$ cat src/rtl/bcd_conv_pkg.sv
// Shared types and constants for the sequential BCD-to-binary converter.
package bcd_conv_pkg;

    typedef enum logic [1:0] {
        IDLE  = 2'd0,
        SHIFT = 2'd1,
        DONE  = 2'd2
    } state_t;

    localparam int W_OUT_DEF = 16;
    // One extra iteration so the bit just above the result lands in acc[W_OUT].
    localparam int ITERS     = W_OUT_DEF + 1;
    localparam int CNT_W     = $clog2(ITERS + 1);

    localparam logic [3:0] DIGIT_ADJ = 4'd3;

endpackage

$ cat src/rtl/bcd_digit_adjust.sv
// Per-digit correction for reverse double-dabble: digits >= 8 after a right shift lose 3.
module bcd_digit_adjust
    import bcd_conv_pkg::*;
(
    input  logic [3:0] digit_i,
    output logic [3:0] digit_o
);

    assign digit_o = (digit_i >= 4'd8) ? (digit_i - DIGIT_ADJ) : digit_i;

endmodule

$ cat src/rtl/bcd_to_bin_seq.sv
// Sequential BCD-to-binary converter, one reverse double-dabble shift per clock.
// Optional build macro BCD_SAT_EN saturates bin_out to all ones on overflow.
module bcd_to_bin_seq
    import bcd_conv_pkg::*;
#(
    parameter int N_DIGITS = 5,
    parameter int W_OUT    = 16
) (
    input  logic                  clk,
    input  logic                  reset,
    input  logic                  start,
    input  logic [4*N_DIGITS-1:0] bcd_in,
    output logic                  busy,
    output logic                  done,
    output logic [W_OUT-1:0]      bin_out,
    output logic                  overflow,
    output logic                  invalid
);

    localparam int BCD_W = 4 * N_DIGITS;
    localparam int SR_W  = BCD_W + ITERS;
    localparam logic [CNT_W-1:0] LAST_CNT = CNT_W'(ITERS - 1);

    state_t             state_q, state_d;
    logic [CNT_W-1:0]   cnt_q, cnt_d;
    logic [SR_W-1:0]    sr_q, sr_d, sr_shift;
    logic [BCD_W-1:0]   bcd_adj;
    logic               inv_pend_q, inv_pend_d;
    logic               busy_q, busy_d;
    logic               done_q, done_d;
    logic [W_OUT-1:0]   bin_q, bin_d;
    logic               ovf_q, ovf_d;
    logic               invl_q, invl_d;

    function automatic logic digit_invalid(input logic [BCD_W-1:0] b);
        logic r;
        r = 1'b0;
        for (int i = 0; i < N_DIGITS; i++) begin
            if (b[4*i +: 4] > 4'd9) r = 1'b1;
        end
        return r;
    endfunction

    function automatic logic [W_OUT-1:0] sat_result(input logic [ITERS-1:0] acc);
`ifdef BCD_SAT_EN
        return acc[W_OUT] ? {W_OUT{1'b1}} : acc[W_OUT-1:0];
`else
        return acc[W_OUT-1:0];
`endif
    endfunction

    assign sr_shift = sr_q >> 1;

    for (genvar g = 0; g < N_DIGITS; g++) begin : g_adj
        bcd_digit_adjust u_adj (
            .digit_i(sr_shift[ITERS + 4*g +: 4]),
            .digit_o(bcd_adj[4*g +: 4])
        );
    end

    always_comb begin
        state_d    = state_q;
        cnt_d      = cnt_q;
        sr_d       = sr_q;
        inv_pend_d = inv_pend_q;
        busy_d     = busy_q;
        done_d     = 1'b0;
        bin_d      = bin_q;
        ovf_d      = ovf_q;
        invl_d     = invl_q;
        case (state_q)
            IDLE: begin
                if (start) begin
                    ovf_d  = 1'b0;
                    invl_d = 1'b0;
                    if (digit_invalid(bcd_in)) begin
                        inv_pend_d = 1'b1;
                        state_d    = DONE;
                    end else begin
                        inv_pend_d = 1'b0;
                        sr_d       = {bcd_in, {ITERS{1'b0}}};
                        cnt_d      = '0;
                        busy_d     = 1'b1;
                        state_d    = SHIFT;
                    end
                end
            end
            SHIFT: begin
                sr_d  = {bcd_adj, sr_shift[ITERS-1:0]};
                cnt_d = cnt_q + 1'b1;
                if (cnt_q == LAST_CNT) begin
                    busy_d  = 1'b0;
                    state_d = DONE;
                end
            end
            DONE: begin
                done_d  = 1'b1;
                state_d = IDLE;
                if (inv_pend_q) begin
                    bin_d  = '0;
                    ovf_d  = 1'b0;
                    invl_d = 1'b1;
                end else begin
                    bin_d  = sat_result(sr_q[ITERS-1:0]);
                    ovf_d  = sr_q[W_OUT];
                    invl_d = 1'b0;
                end
            end
            default: state_d = IDLE;
        endcase
    end

    // The shift register carries data only; everything observable is reset.
    always_ff @(posedge clk) begin
        sr_q <= sr_d;
        if (reset) begin
            state_q    <= IDLE;
            cnt_q      <= '0;
            inv_pend_q <= 1'b0;
            busy_q     <= 1'b0;
            done_q     <= 1'b0;
            bin_q      <= '0;
            ovf_q      <= 1'b0;
            invl_q     <= 1'b0;
        end else begin
            state_q    <= state_d;
            cnt_q      <= cnt_d;
            inv_pend_q <= inv_pend_d;
            busy_q     <= busy_d;
            done_q     <= done_d;
            bin_q      <= bin_d;
            ovf_q      <= ovf_d;
            invl_q     <= invl_d;
        end
    end

    assign busy     = busy_q;
    assign done     = done_q;
    assign bin_out  = bin_q;
    assign overflow = ovf_q;
    assign invalid  = invl_q;

endmodule

$ cat config.mk
export PLATFORM = sky130hd
export DESIGN_NAME = bcd_to_bin_seq
export DESIGN_NICKNAME = d
export VERILOG_FILES = /design/src/rtl/bcd_conv_pkg.sv /design/src/rtl/bcd_digit_adjust.sv /design/src/rtl/bcd_to_bin_seq.sv
export SDC_FILE = /design/constraint.sdc
export NUM_CORES = 1
export LEC_CHECK = 0
export CORE_ASPECT_RATIO = 1.2
export CORE_MARGIN = 5
export CORE_UTILIZATION = 49
export DETAILED_ROUTE_END_ITERATION = 8
export PLACE_DENSITY = 0.87
export SLEW_MARGIN = 5
export SYNTH_ARGS = -nofsm -noshare
export SYNTH_HDL_FRONTEND = slang
export SYNTH_SLANG_ARGS = --single-unit
$ cat constraint.sdc
create_clock -name clk -period 4.4 [get_ports clk]
set_input_delay 0.66 -clock clk [delete_from_list [all_inputs] [get_ports clk]]
set_output_delay 0.66 -clock clk [all_outputs]
set_load 0.02 [all_outputs]
### Yosys cells after proc, flatten, opt, wreduce, memory -nomap -nowiden

Cells that the tools add are included.

* output and inout bits: 20
* bits in registers: 65
* logic and storage cells: 73

* mux-type cells: 34
* $lt $le $gt $ge: 10
* reductions and logical operators: 8
* equality and inequality tests: 6
* add/sub/neg operators: 6

Operators with widths (count)
* $mux W37: 2
* $pmux W37 S2: 1
* $gt A4 B4 Y1 const B: 5
* $mux W4: 5
* $ge A4 B4 Y1 const B: 4
* $mux W16: 1
* $sub A4 B2 Y4 const B: 4
* $mux W1: 15
* $mux W5: 2
* $pmux W5 S2: 1
* $mux W2: 3
* $ne A2 B2 Y1 const B: 3
* $pmux W1 S2: 3
* $reduce_and A2 Y1: 3
* $add A5 B1 Y5 const B: 1
* $eq A5 B5 Y1 const B: 1
* $ge A3 B4 Y1 const B: 1
* $pmux W2 S2: 1
* $reduce_and A4 Y1: 1
* $reduce_bool A2 Y1: 2
* $sub A3 B2 Y4 const B: 1
* $reduce_and A3 Y1: 1
* $eq A2 B1 Y1 const B: 1
* $eq A2 B2 Y1 const B: 1
* $logic_not A2 Y1: 1

### Longest topological paths before layout

Gate-level depths: netlist of run 1.

* word-level depth: 11
* depth in mapped cells: 6
* mapped depth without buffers: 6

### By module

From an unflattened synthesis of run 1, not the netlist that was laid out.

* cell total of the unflattened synthesis: 336
* area total of the unflattened synthesis: 3226.8 um2

By module, submodules not included
* bcd_to_bin_seq: times used 1, seq. area each 1671.6 um2, area an instance 2845.2 um2, cells an instance 281
* bcd_digit_adjust: times used 5, seq. area each 0.0 um2, area an instance 76.3 um2, cells an instance 11

### Least setup slack after synthesis of run 1

No wires, ideal clock.

* path kind: input-to-reg
* from: input port bcd_in[10]
* to: register sr_q[0] (enable)
* stages: 4
* data arrival time: 3938 ps
* setup time: 487 ps
* path slack: -25 ps
* data required time: 3913 ps
* cells stage by stage: o21ai_1 nand3_1 buf_2 o31ai_1

* word-level cells in the longest chain between the ends: 8

RTL lines
* start: declaration: line bcd_to_bin_seq.sv:12 `input logic [4*N_DIGITS-1:0] bcd_in,`
* $gt A4 B4 Y1: line bcd_to_bin_seq.sv:39 `if (b[4*i +: 4] > 4'd9) r = 1'b1;`
* $mux W1 (3 in a row): line bcd_to_bin_seq.sv:39
* $mux W1: line bcd_to_bin_seq.sv:73 `if (start) begin`
* $mux W1: line bcd_to_bin_seq.sv:71 `case (state_q)`
* $ne A2 B2 Y1 (no source line)
* $reduce_and A3 Y1 (no source line)
* end signal: assignment: line bcd_to_bin_seq.sv:115 `sr_q <= sr_d;`
* end: declaration: line bcd_to_bin_seq.sv:26 `logic [SR_W-1:0] sr_q, sr_d, sr_shift;`

Every way passes these cells. The select of a mux whose other input is x is not followed.
A chain may end at the register's enable or synchronous reset.

### Final worst setup path of run 1

* from: input port bcd_in[10]
* to: register sr_q[28] (enable)

Same word-level chain as after synthesis.

==> results of run 1 <==
-- cell type report --
class	count	area, um^2
inverter	12	45.0
clock inverter	4	50.0
fill	518	2320
sequential	65	1670
timing repair buffer	44	435
clock buffer	12	155
multi-input combinational	207	1310
tap	82	103
-- power by group through the flow --
stage                     combinational [mW]  sequential, mW  clock (mW)
after floorplan                       0.0809           0.700           0
after global placement                 0.131           0.698           0
after detailed placement               0.135           0.699           0
after CTS                              0.136           0.686       0.532
after global routing                   0.149           0.689       0.559
final                                  0.135           0.686       0.519
-- metrics by stage --
| step | util, % | instances |
|---|---|---|
| finish | 62.0 | 426 |
| global route | 62.0 | 426 |
| CTS | 62.0 | 426 |
| detailed placement | 58.6 | 410 |
| global placement | 58.6 | 410 |
| floorplan | - | 301 |
-- sequential cells by signal (all words and copies together) (netlist names) --
register,cells
busy,1
state_q,2
bin_out,16
done,1
invalid,1
cnt_q,5
sr_q,37
inv_pend_q,1
overflow,1
-- logic make-up (layout without fill, tap and decap cells) --
| family | count (synthesis) | count (layout) | share of synthesized area [%] |
|---|---|---|---|
| DFF | 65 | 65 | 53.8 |
| adders and majority gates | 10 | 10 | 4.02 |
| muxes | 7 | 7 | 2.25 |
| and+or+nand+nor | 120 | 120 | 22.2 |
| xor gates and xnor gates | 8 | 8 | 2.25 |
| buffers and inverters | 29 | 72 | 4.43 |
| AOI/OAI and AO/OA | 62 | 62 | 11.1 |
-- worst max path at each step --
stage	from	to	cells past startpoint
2_1_floorplan	bcd_in[10]	sr_q[0]	4
3_3_place_gp	bcd_in[13]	sr_q[1]	5
3_5_place_dp	bcd_in[13]	sr_q[0]	5
4_1_cts	bcd_in[13]	sr_q[28]	5
5_1_grt	bcd_in[18]	sr_q[28]	5
6_report	bcd_in[10]	sr_q[28]	5
-- layer usage --
layer	part of all wire [%]	up-vias	GRT usage (%)
met5	0	-	0
met4	1.8	0	6.54
met3	4.7	7	4.64
met2	49	58	26.3
met1	44	1052	19.8
li1	-	1115	-
-- layout by cell type (no fill, tap or decap), drive strengths merged --
cell           synthesis  routed
a31oi                  1       1
nor2                  25      25
o31ai                  1       1
nor3b                 18      18
nand4bb                1       1
a21oi                 25      25
bufinv                 0       1
nand2                 35      35
dfxtp                 28      28
mux2i                  7       7
xnor2                  8       8
o311ai                 2       2
inv                   12      13
o21ai                 30      30
buf                   14       2
clkdlybuf4s50          0      42
nor3                   1       1
nor2b                  8       8
o21a                   2       2
and4b                  2       2
nand2b                 4       4
o41ai                  1       1
and2                  18      18
clkbuf                 3      12
clkinv                 0       2
edfxtp                37      37
nand4                  4       4
ha                    10      10
nand3                  4       4
==> results.txt, run 1 <==
Skew final - 9.16 ps
Largest stage delay, worst path - 460 ps
DIE AREA - 8040 um^2
Hold depth - 1
Area leader, netlist - edfxtp_1
Syn nets - 334
Setup_tns - 0 ps
Switching share of total power - 23.8%
Total gr overflow - 0
Post CTS Setup Buffer Count - 0
# H-tree levels - 3
Fmax - 397 MHz
CTS tree - built
Clk Latency, worst-skew pair - 330 ps
Routed wire per std cell - 13.8 um
Slew Viols, Final - 0
I/O pin total - 43
Crit-path max FO - 37
Most used DFF post-synth - edfxtp_1
Status - finished clean
Yosys Warn Count - 0
Pre-CTS setup slack - 1560 ps
Reg clk slew, reported paths - 70 ps
Clock share of power - 38.7%
Critical-path cell list - clkdlybuf4s50_1 > o21ai_1 > nand3_1 > o31ai_4 > buf_4
Placed instance area - 3570 um^2
Clk buf depth - 2
Core ar. - 6090 um^2
DRT Wirelength - 5870 um
Vias - 2232
R2r endpoint - sr_q[28]
Cell variety after synth - 33
Syn_area_per_cell - 10.3 um^2
RSZ-0062 raised after global routing - false
Worst hold path class - reg -> reg
Final Cycle Share - 57.2%
Internal Pwr Total - 1.02 mW
Asr flop ratio synth - 0%
Cell Pwr Density - 355 nW/um^2
First-pass GRT wire length - 10100 um
Hold Startpoint - busy
Num CTS Buffers - 9
Slew headroom - 19.9%
Final min period - 2520 ps
WP data required - 4370 ps
Flop pwr share - 51.2%
Hold Crit Endpoint - busy
PortBufs - 42
Root Driver - clkbuf_8
Layout cell share with drive strength beyond 1 - 9.88%
Post-synth top cells - edfxtp_1, nand2_1, dfxtp_1, a21oi_1, nor2_1
Iter 0 DRT Violations - 174
Worst r2r src - state_q[1]
Slew @ Worst Pin - 1200 ps
CP delay by family, top - buffers and inverters
Rows - 31
Antenna Cells - 0
Total of max-cap violations - 0
R2R Setup Slk - 2160 ps
Antenna violations before repair - 0
Buf/Inv on CP - 2
Sw power - 319 uW
Design area - 3770 um^2
Power share of the combinational group - 10.1%
Syn-to-layout area delta - 21.4%
HPWL after DPL - 3870 um
Starting Density - 51.1%
Pin count of the biggest net entering global routing - 38
Die Ht - 97.3 um
Vias per cell - 5.24
Critical path launch point type - input pin
Arr. time, crit path - 2490 ps
Reg2Reg Depth - 3
# setup viols final - 0
Fin. Hold Viols - 0
Sink Count - 65
Antenna viol nets, final - 0
DRT Pass-1 Iters - 4
Synthesized area - 3110 um^2
Critical path class - in -> reg
Top-area cell type share of the netlist area - 35.7%
Vias in the first global route - 2203
Register bit total from synthesis - 65
Post_cts resized - 0
Static leakage - 1.38 nW
# DRC - 0
Overall power - 1.34 mW
Synth area leaders - edfxtp_1, dfxtp_1, nor3b_2
Net count, final - 372
Gpl congestion - 0.764
Hold Slack - 475 ps
Most common cell in the netlist - edfxtp_1
Die Span X - 82.7 um
GRT Total Usage - 16.2%
Slack of the critical path - 1880 ps
Crit path max-delay cell type - buf_4
Post-synthesis sequential area ratio - 53.8%
Hold-fix buffers, CTS - 0
Post-synth EDFFs - 37
Endpoint class of the critical path - register
Mapped Cells - 301
IR drop worst, VDD - 0.000236 V
(Power assumes the default switching activity.)
==> run 2: changes to the inputs <==
Clock period 4.4 ns to 2.3 ns, I/O delays scaled along.
==> run 2 against run 1 <==
- count of clock-buffer cells in the layout rose by 1
- flip-flop and latch count did not move
- clock power rose by 110%
- clock skew fell by 2.8 ps
- global-route usage barely moved
- worst setup slack got worse by 1300 ps
- critical endpoint is now sr_q[19]
==> results.txt, run 2 (synthesis gave the netlist of run 1 again) <==
Status - finished clean
Placed Instances - 415 (+1.2%)
Slew @ Worst Pin - 721 ps (-481 ps)
Internal Pwr Total - 2.06 mW (+100%)
Skew final - 6.31 ps (-2.85 ps)
Endpoint class of the critical path - register
Fmax - 585 MHz
Num CTS Buffers - 9 (unchanged)
Pre-CTS setup slack - 232 ps (-1320 ps)
Gpl congestion - 0.878 (+15%)
Switching share of total power - 23.2% (-0.65 points)
Iter 0 DRT Violations - 142 (-18%)
Worst hold path class - reg -> reg
Post_cts resized - 0 (unchanged)
Pin count of the biggest net entering global routing - 38 (unchanged)
Vias - 2222 (-0.45%)
Layout cell share with drive strength beyond 1 - 11.2% (+1.3 points)
Hold-fix buffers, CTS - 0 (unchanged)
Total of max-cap violations - 0 (unchanged)
Final min period - 1710 ps
Static leakage - 1.43 nW (+2.9%)
I/O pin total - 43 (unchanged)
HPWL after DPL - 4030 um (+4.1%)
WP data required - 2330 ps (-2040 ps)
Placed instance area - 3620 um^2 (+1.4%)
Root Driver - clkbuf_8
Fin. Hold Viols - 0 (unchanged)
Antenna violations before repair - 0 (unchanged)
Design area - 3850 um^2 (+2.1%)
CTS tree - built
Commonest non-fill, non-tap cell in the layout - clkdlybuf4s50_1
GRT Total Usage - 16.2% (-0.032 points)
Sequential cell area - 1670 um^2 (unchanged)
Net count, final - 377 (+1.3%)
Vias per cell - 5.16 (-1.6%)
Starting Density - 51.1% (unchanged)
Crit path max-delay cell type - clkdlybuf4s50_1
RSZ-0062 raised after global routing - false
Power share of the combinational group - 10.4% (+0.3 points)
Arr. time, crit path - 1740 ps (-750 ps)
Vias in the first global route - 2192 (-0.50%)
Worst r2r src - state_q[0]
DRT Pass-1 Iters - 4 (unchanged)
Die Span X - 82.7 um (unchanged)
Total gr overflow - 0 (unchanged)
Max reg flops - 37 (unchanged)
Commonest non-fill, non-tap cells in the layout - clkdlybuf4s50_1, edfxtp_1, nand2_1, dfxtp_1
DIE AREA - 8040 um^2 (unchanged)
Slack of the critical path - 592 ps (-1290 ps)
IR drop worst, VDD - 0.000378 V (+60%)
Flop pwr share - 48.5% (-2.7 points)
Clock share of power - 41.1% (+2.4 points)
Routed wire per std cell - 13.8 um (-0.12%)
Buf/Inv on CP - 2 (unchanged)
Syn-to-layout area delta - 23.9%
Reg clk slew, reported paths - 70 ps (about the same)
CP delay by family, top - buffers and inverters
Critical-path cell list - clkdlybuf4s50_1 > o21ai_2 > nand2_2 > o31ai_4 > buf_12
Crit-path max FO - 37 (unchanged)
Rows - 31 (unchanged)
Critical path class - in -> reg
Fill cells - 515 (-0.58%)
Sink Count - 65 (unchanged)
# DRC - 0 (unchanged)
Crit path launch - bcd_in[5]
Most flop-heavy register - sr_q
Cell Pwr Density - 696 nW/um^2 (+96%)
PortBufs - 42 (unchanged)
Setup_tns - 0 ps (unchanged)
Clk Latency, worst-skew pair - 340 ps (about the same)
# H-tree levels - 3 (unchanged)
Sw power - 621 uW (+95%)
Slew headroom - 51.7% (+32 points)
Die Ht - 97.3 um (unchanged)
Layout Cells excl Fill - 431 (+1.2%)
Largest stage delay, worst path - 440 ps (-20 ps)
Slew Viols, Final - 0 (unchanged)
Clk buf depth - 2 (unchanged)
Area of the multi-input gates - 1310 um^2 (unchanged)
Critical path launch point type - input pin
Final Cycle Share - 74.3%
Core ar. - 6090 um^2 (unchanged)
Hold Startpoint - busy
Antenna Cells - 0 (unchanged)
Antenna viol nets, final - 0 (unchanged)
DRT Wirelength - 5930 um (+1.1%)
First-pass GRT wire length - 9920 um (-1.5%)
# setup viols final - 0 (unchanged)
Post CTS Setup Buffer Count - 0 (unchanged)
Utilization after layout - 63.2% (+1.3 points)
[run 2: cell count changes in the layout (fill, tap and decap cells not counted), sizes merged]
cell    delta
buf        +5
clkbuf     +1
clkinv     -1
[run 2: power groups by stage]
stage,sequential [mW],combinational (mW),clock [mW]
6_report,1.30,0.280,1.10
5_1_grt,1.30,0.309,1.18
4_1_cts,1.30,0.283,1.12
3_5_place_dp,1.33,0.281,0
3_3_place_gp,1.32,0.270,0
2_1_floorplan,1.34,0.157,0
[run 2: worst reg2reg max path: stages (launching register included)]
cell and delay [ps]:
dfxtp_1 400, nor2b_2 640, buf_4 300, and2_1 160
[run 2: layout make-up]
| cell class | instances | share of cell area (%) |
|---|---|---|
| clock buffers | 13 | 4.97 |
| clock inverters | 3 | 1.07 |
| inverters | 12 | 1.17 |
| multi-input cells | 207 | 34.1 |
| flip-flops and latches | 65 | 43.4 |
| well taps | 82 | 2.66 |
| repair buffers | 49 | 12.6 |
[run 2: per-stage QoR]
step	hold WS (ps)	power, mW
global route	517	2.79
detailed placement	473	1.61
floorplan	484	1.49
finish	487	2.68
global placement	458	1.59
CTS	489	2.70
[run 2: final timing paths]
kind         endpoint  cells past startpoint  slack, ps
min              busy                      1        490
min reg2reg      busy                      1        490
max          sr_q[19]                      5        590
max reg2reg  sr_q[12]                      3        670
[run 2: layer usage]
layer,up-vias,part of all wire (%),wire (um),global-route usage (%)
li1,1122,-,-,-
met1,1048,42,2520,19.5
met2,41,51,3040,26.7
met3,11,4.6,273,4.55
met4,0,1.7,100,6.42
met5,-,0,0,0
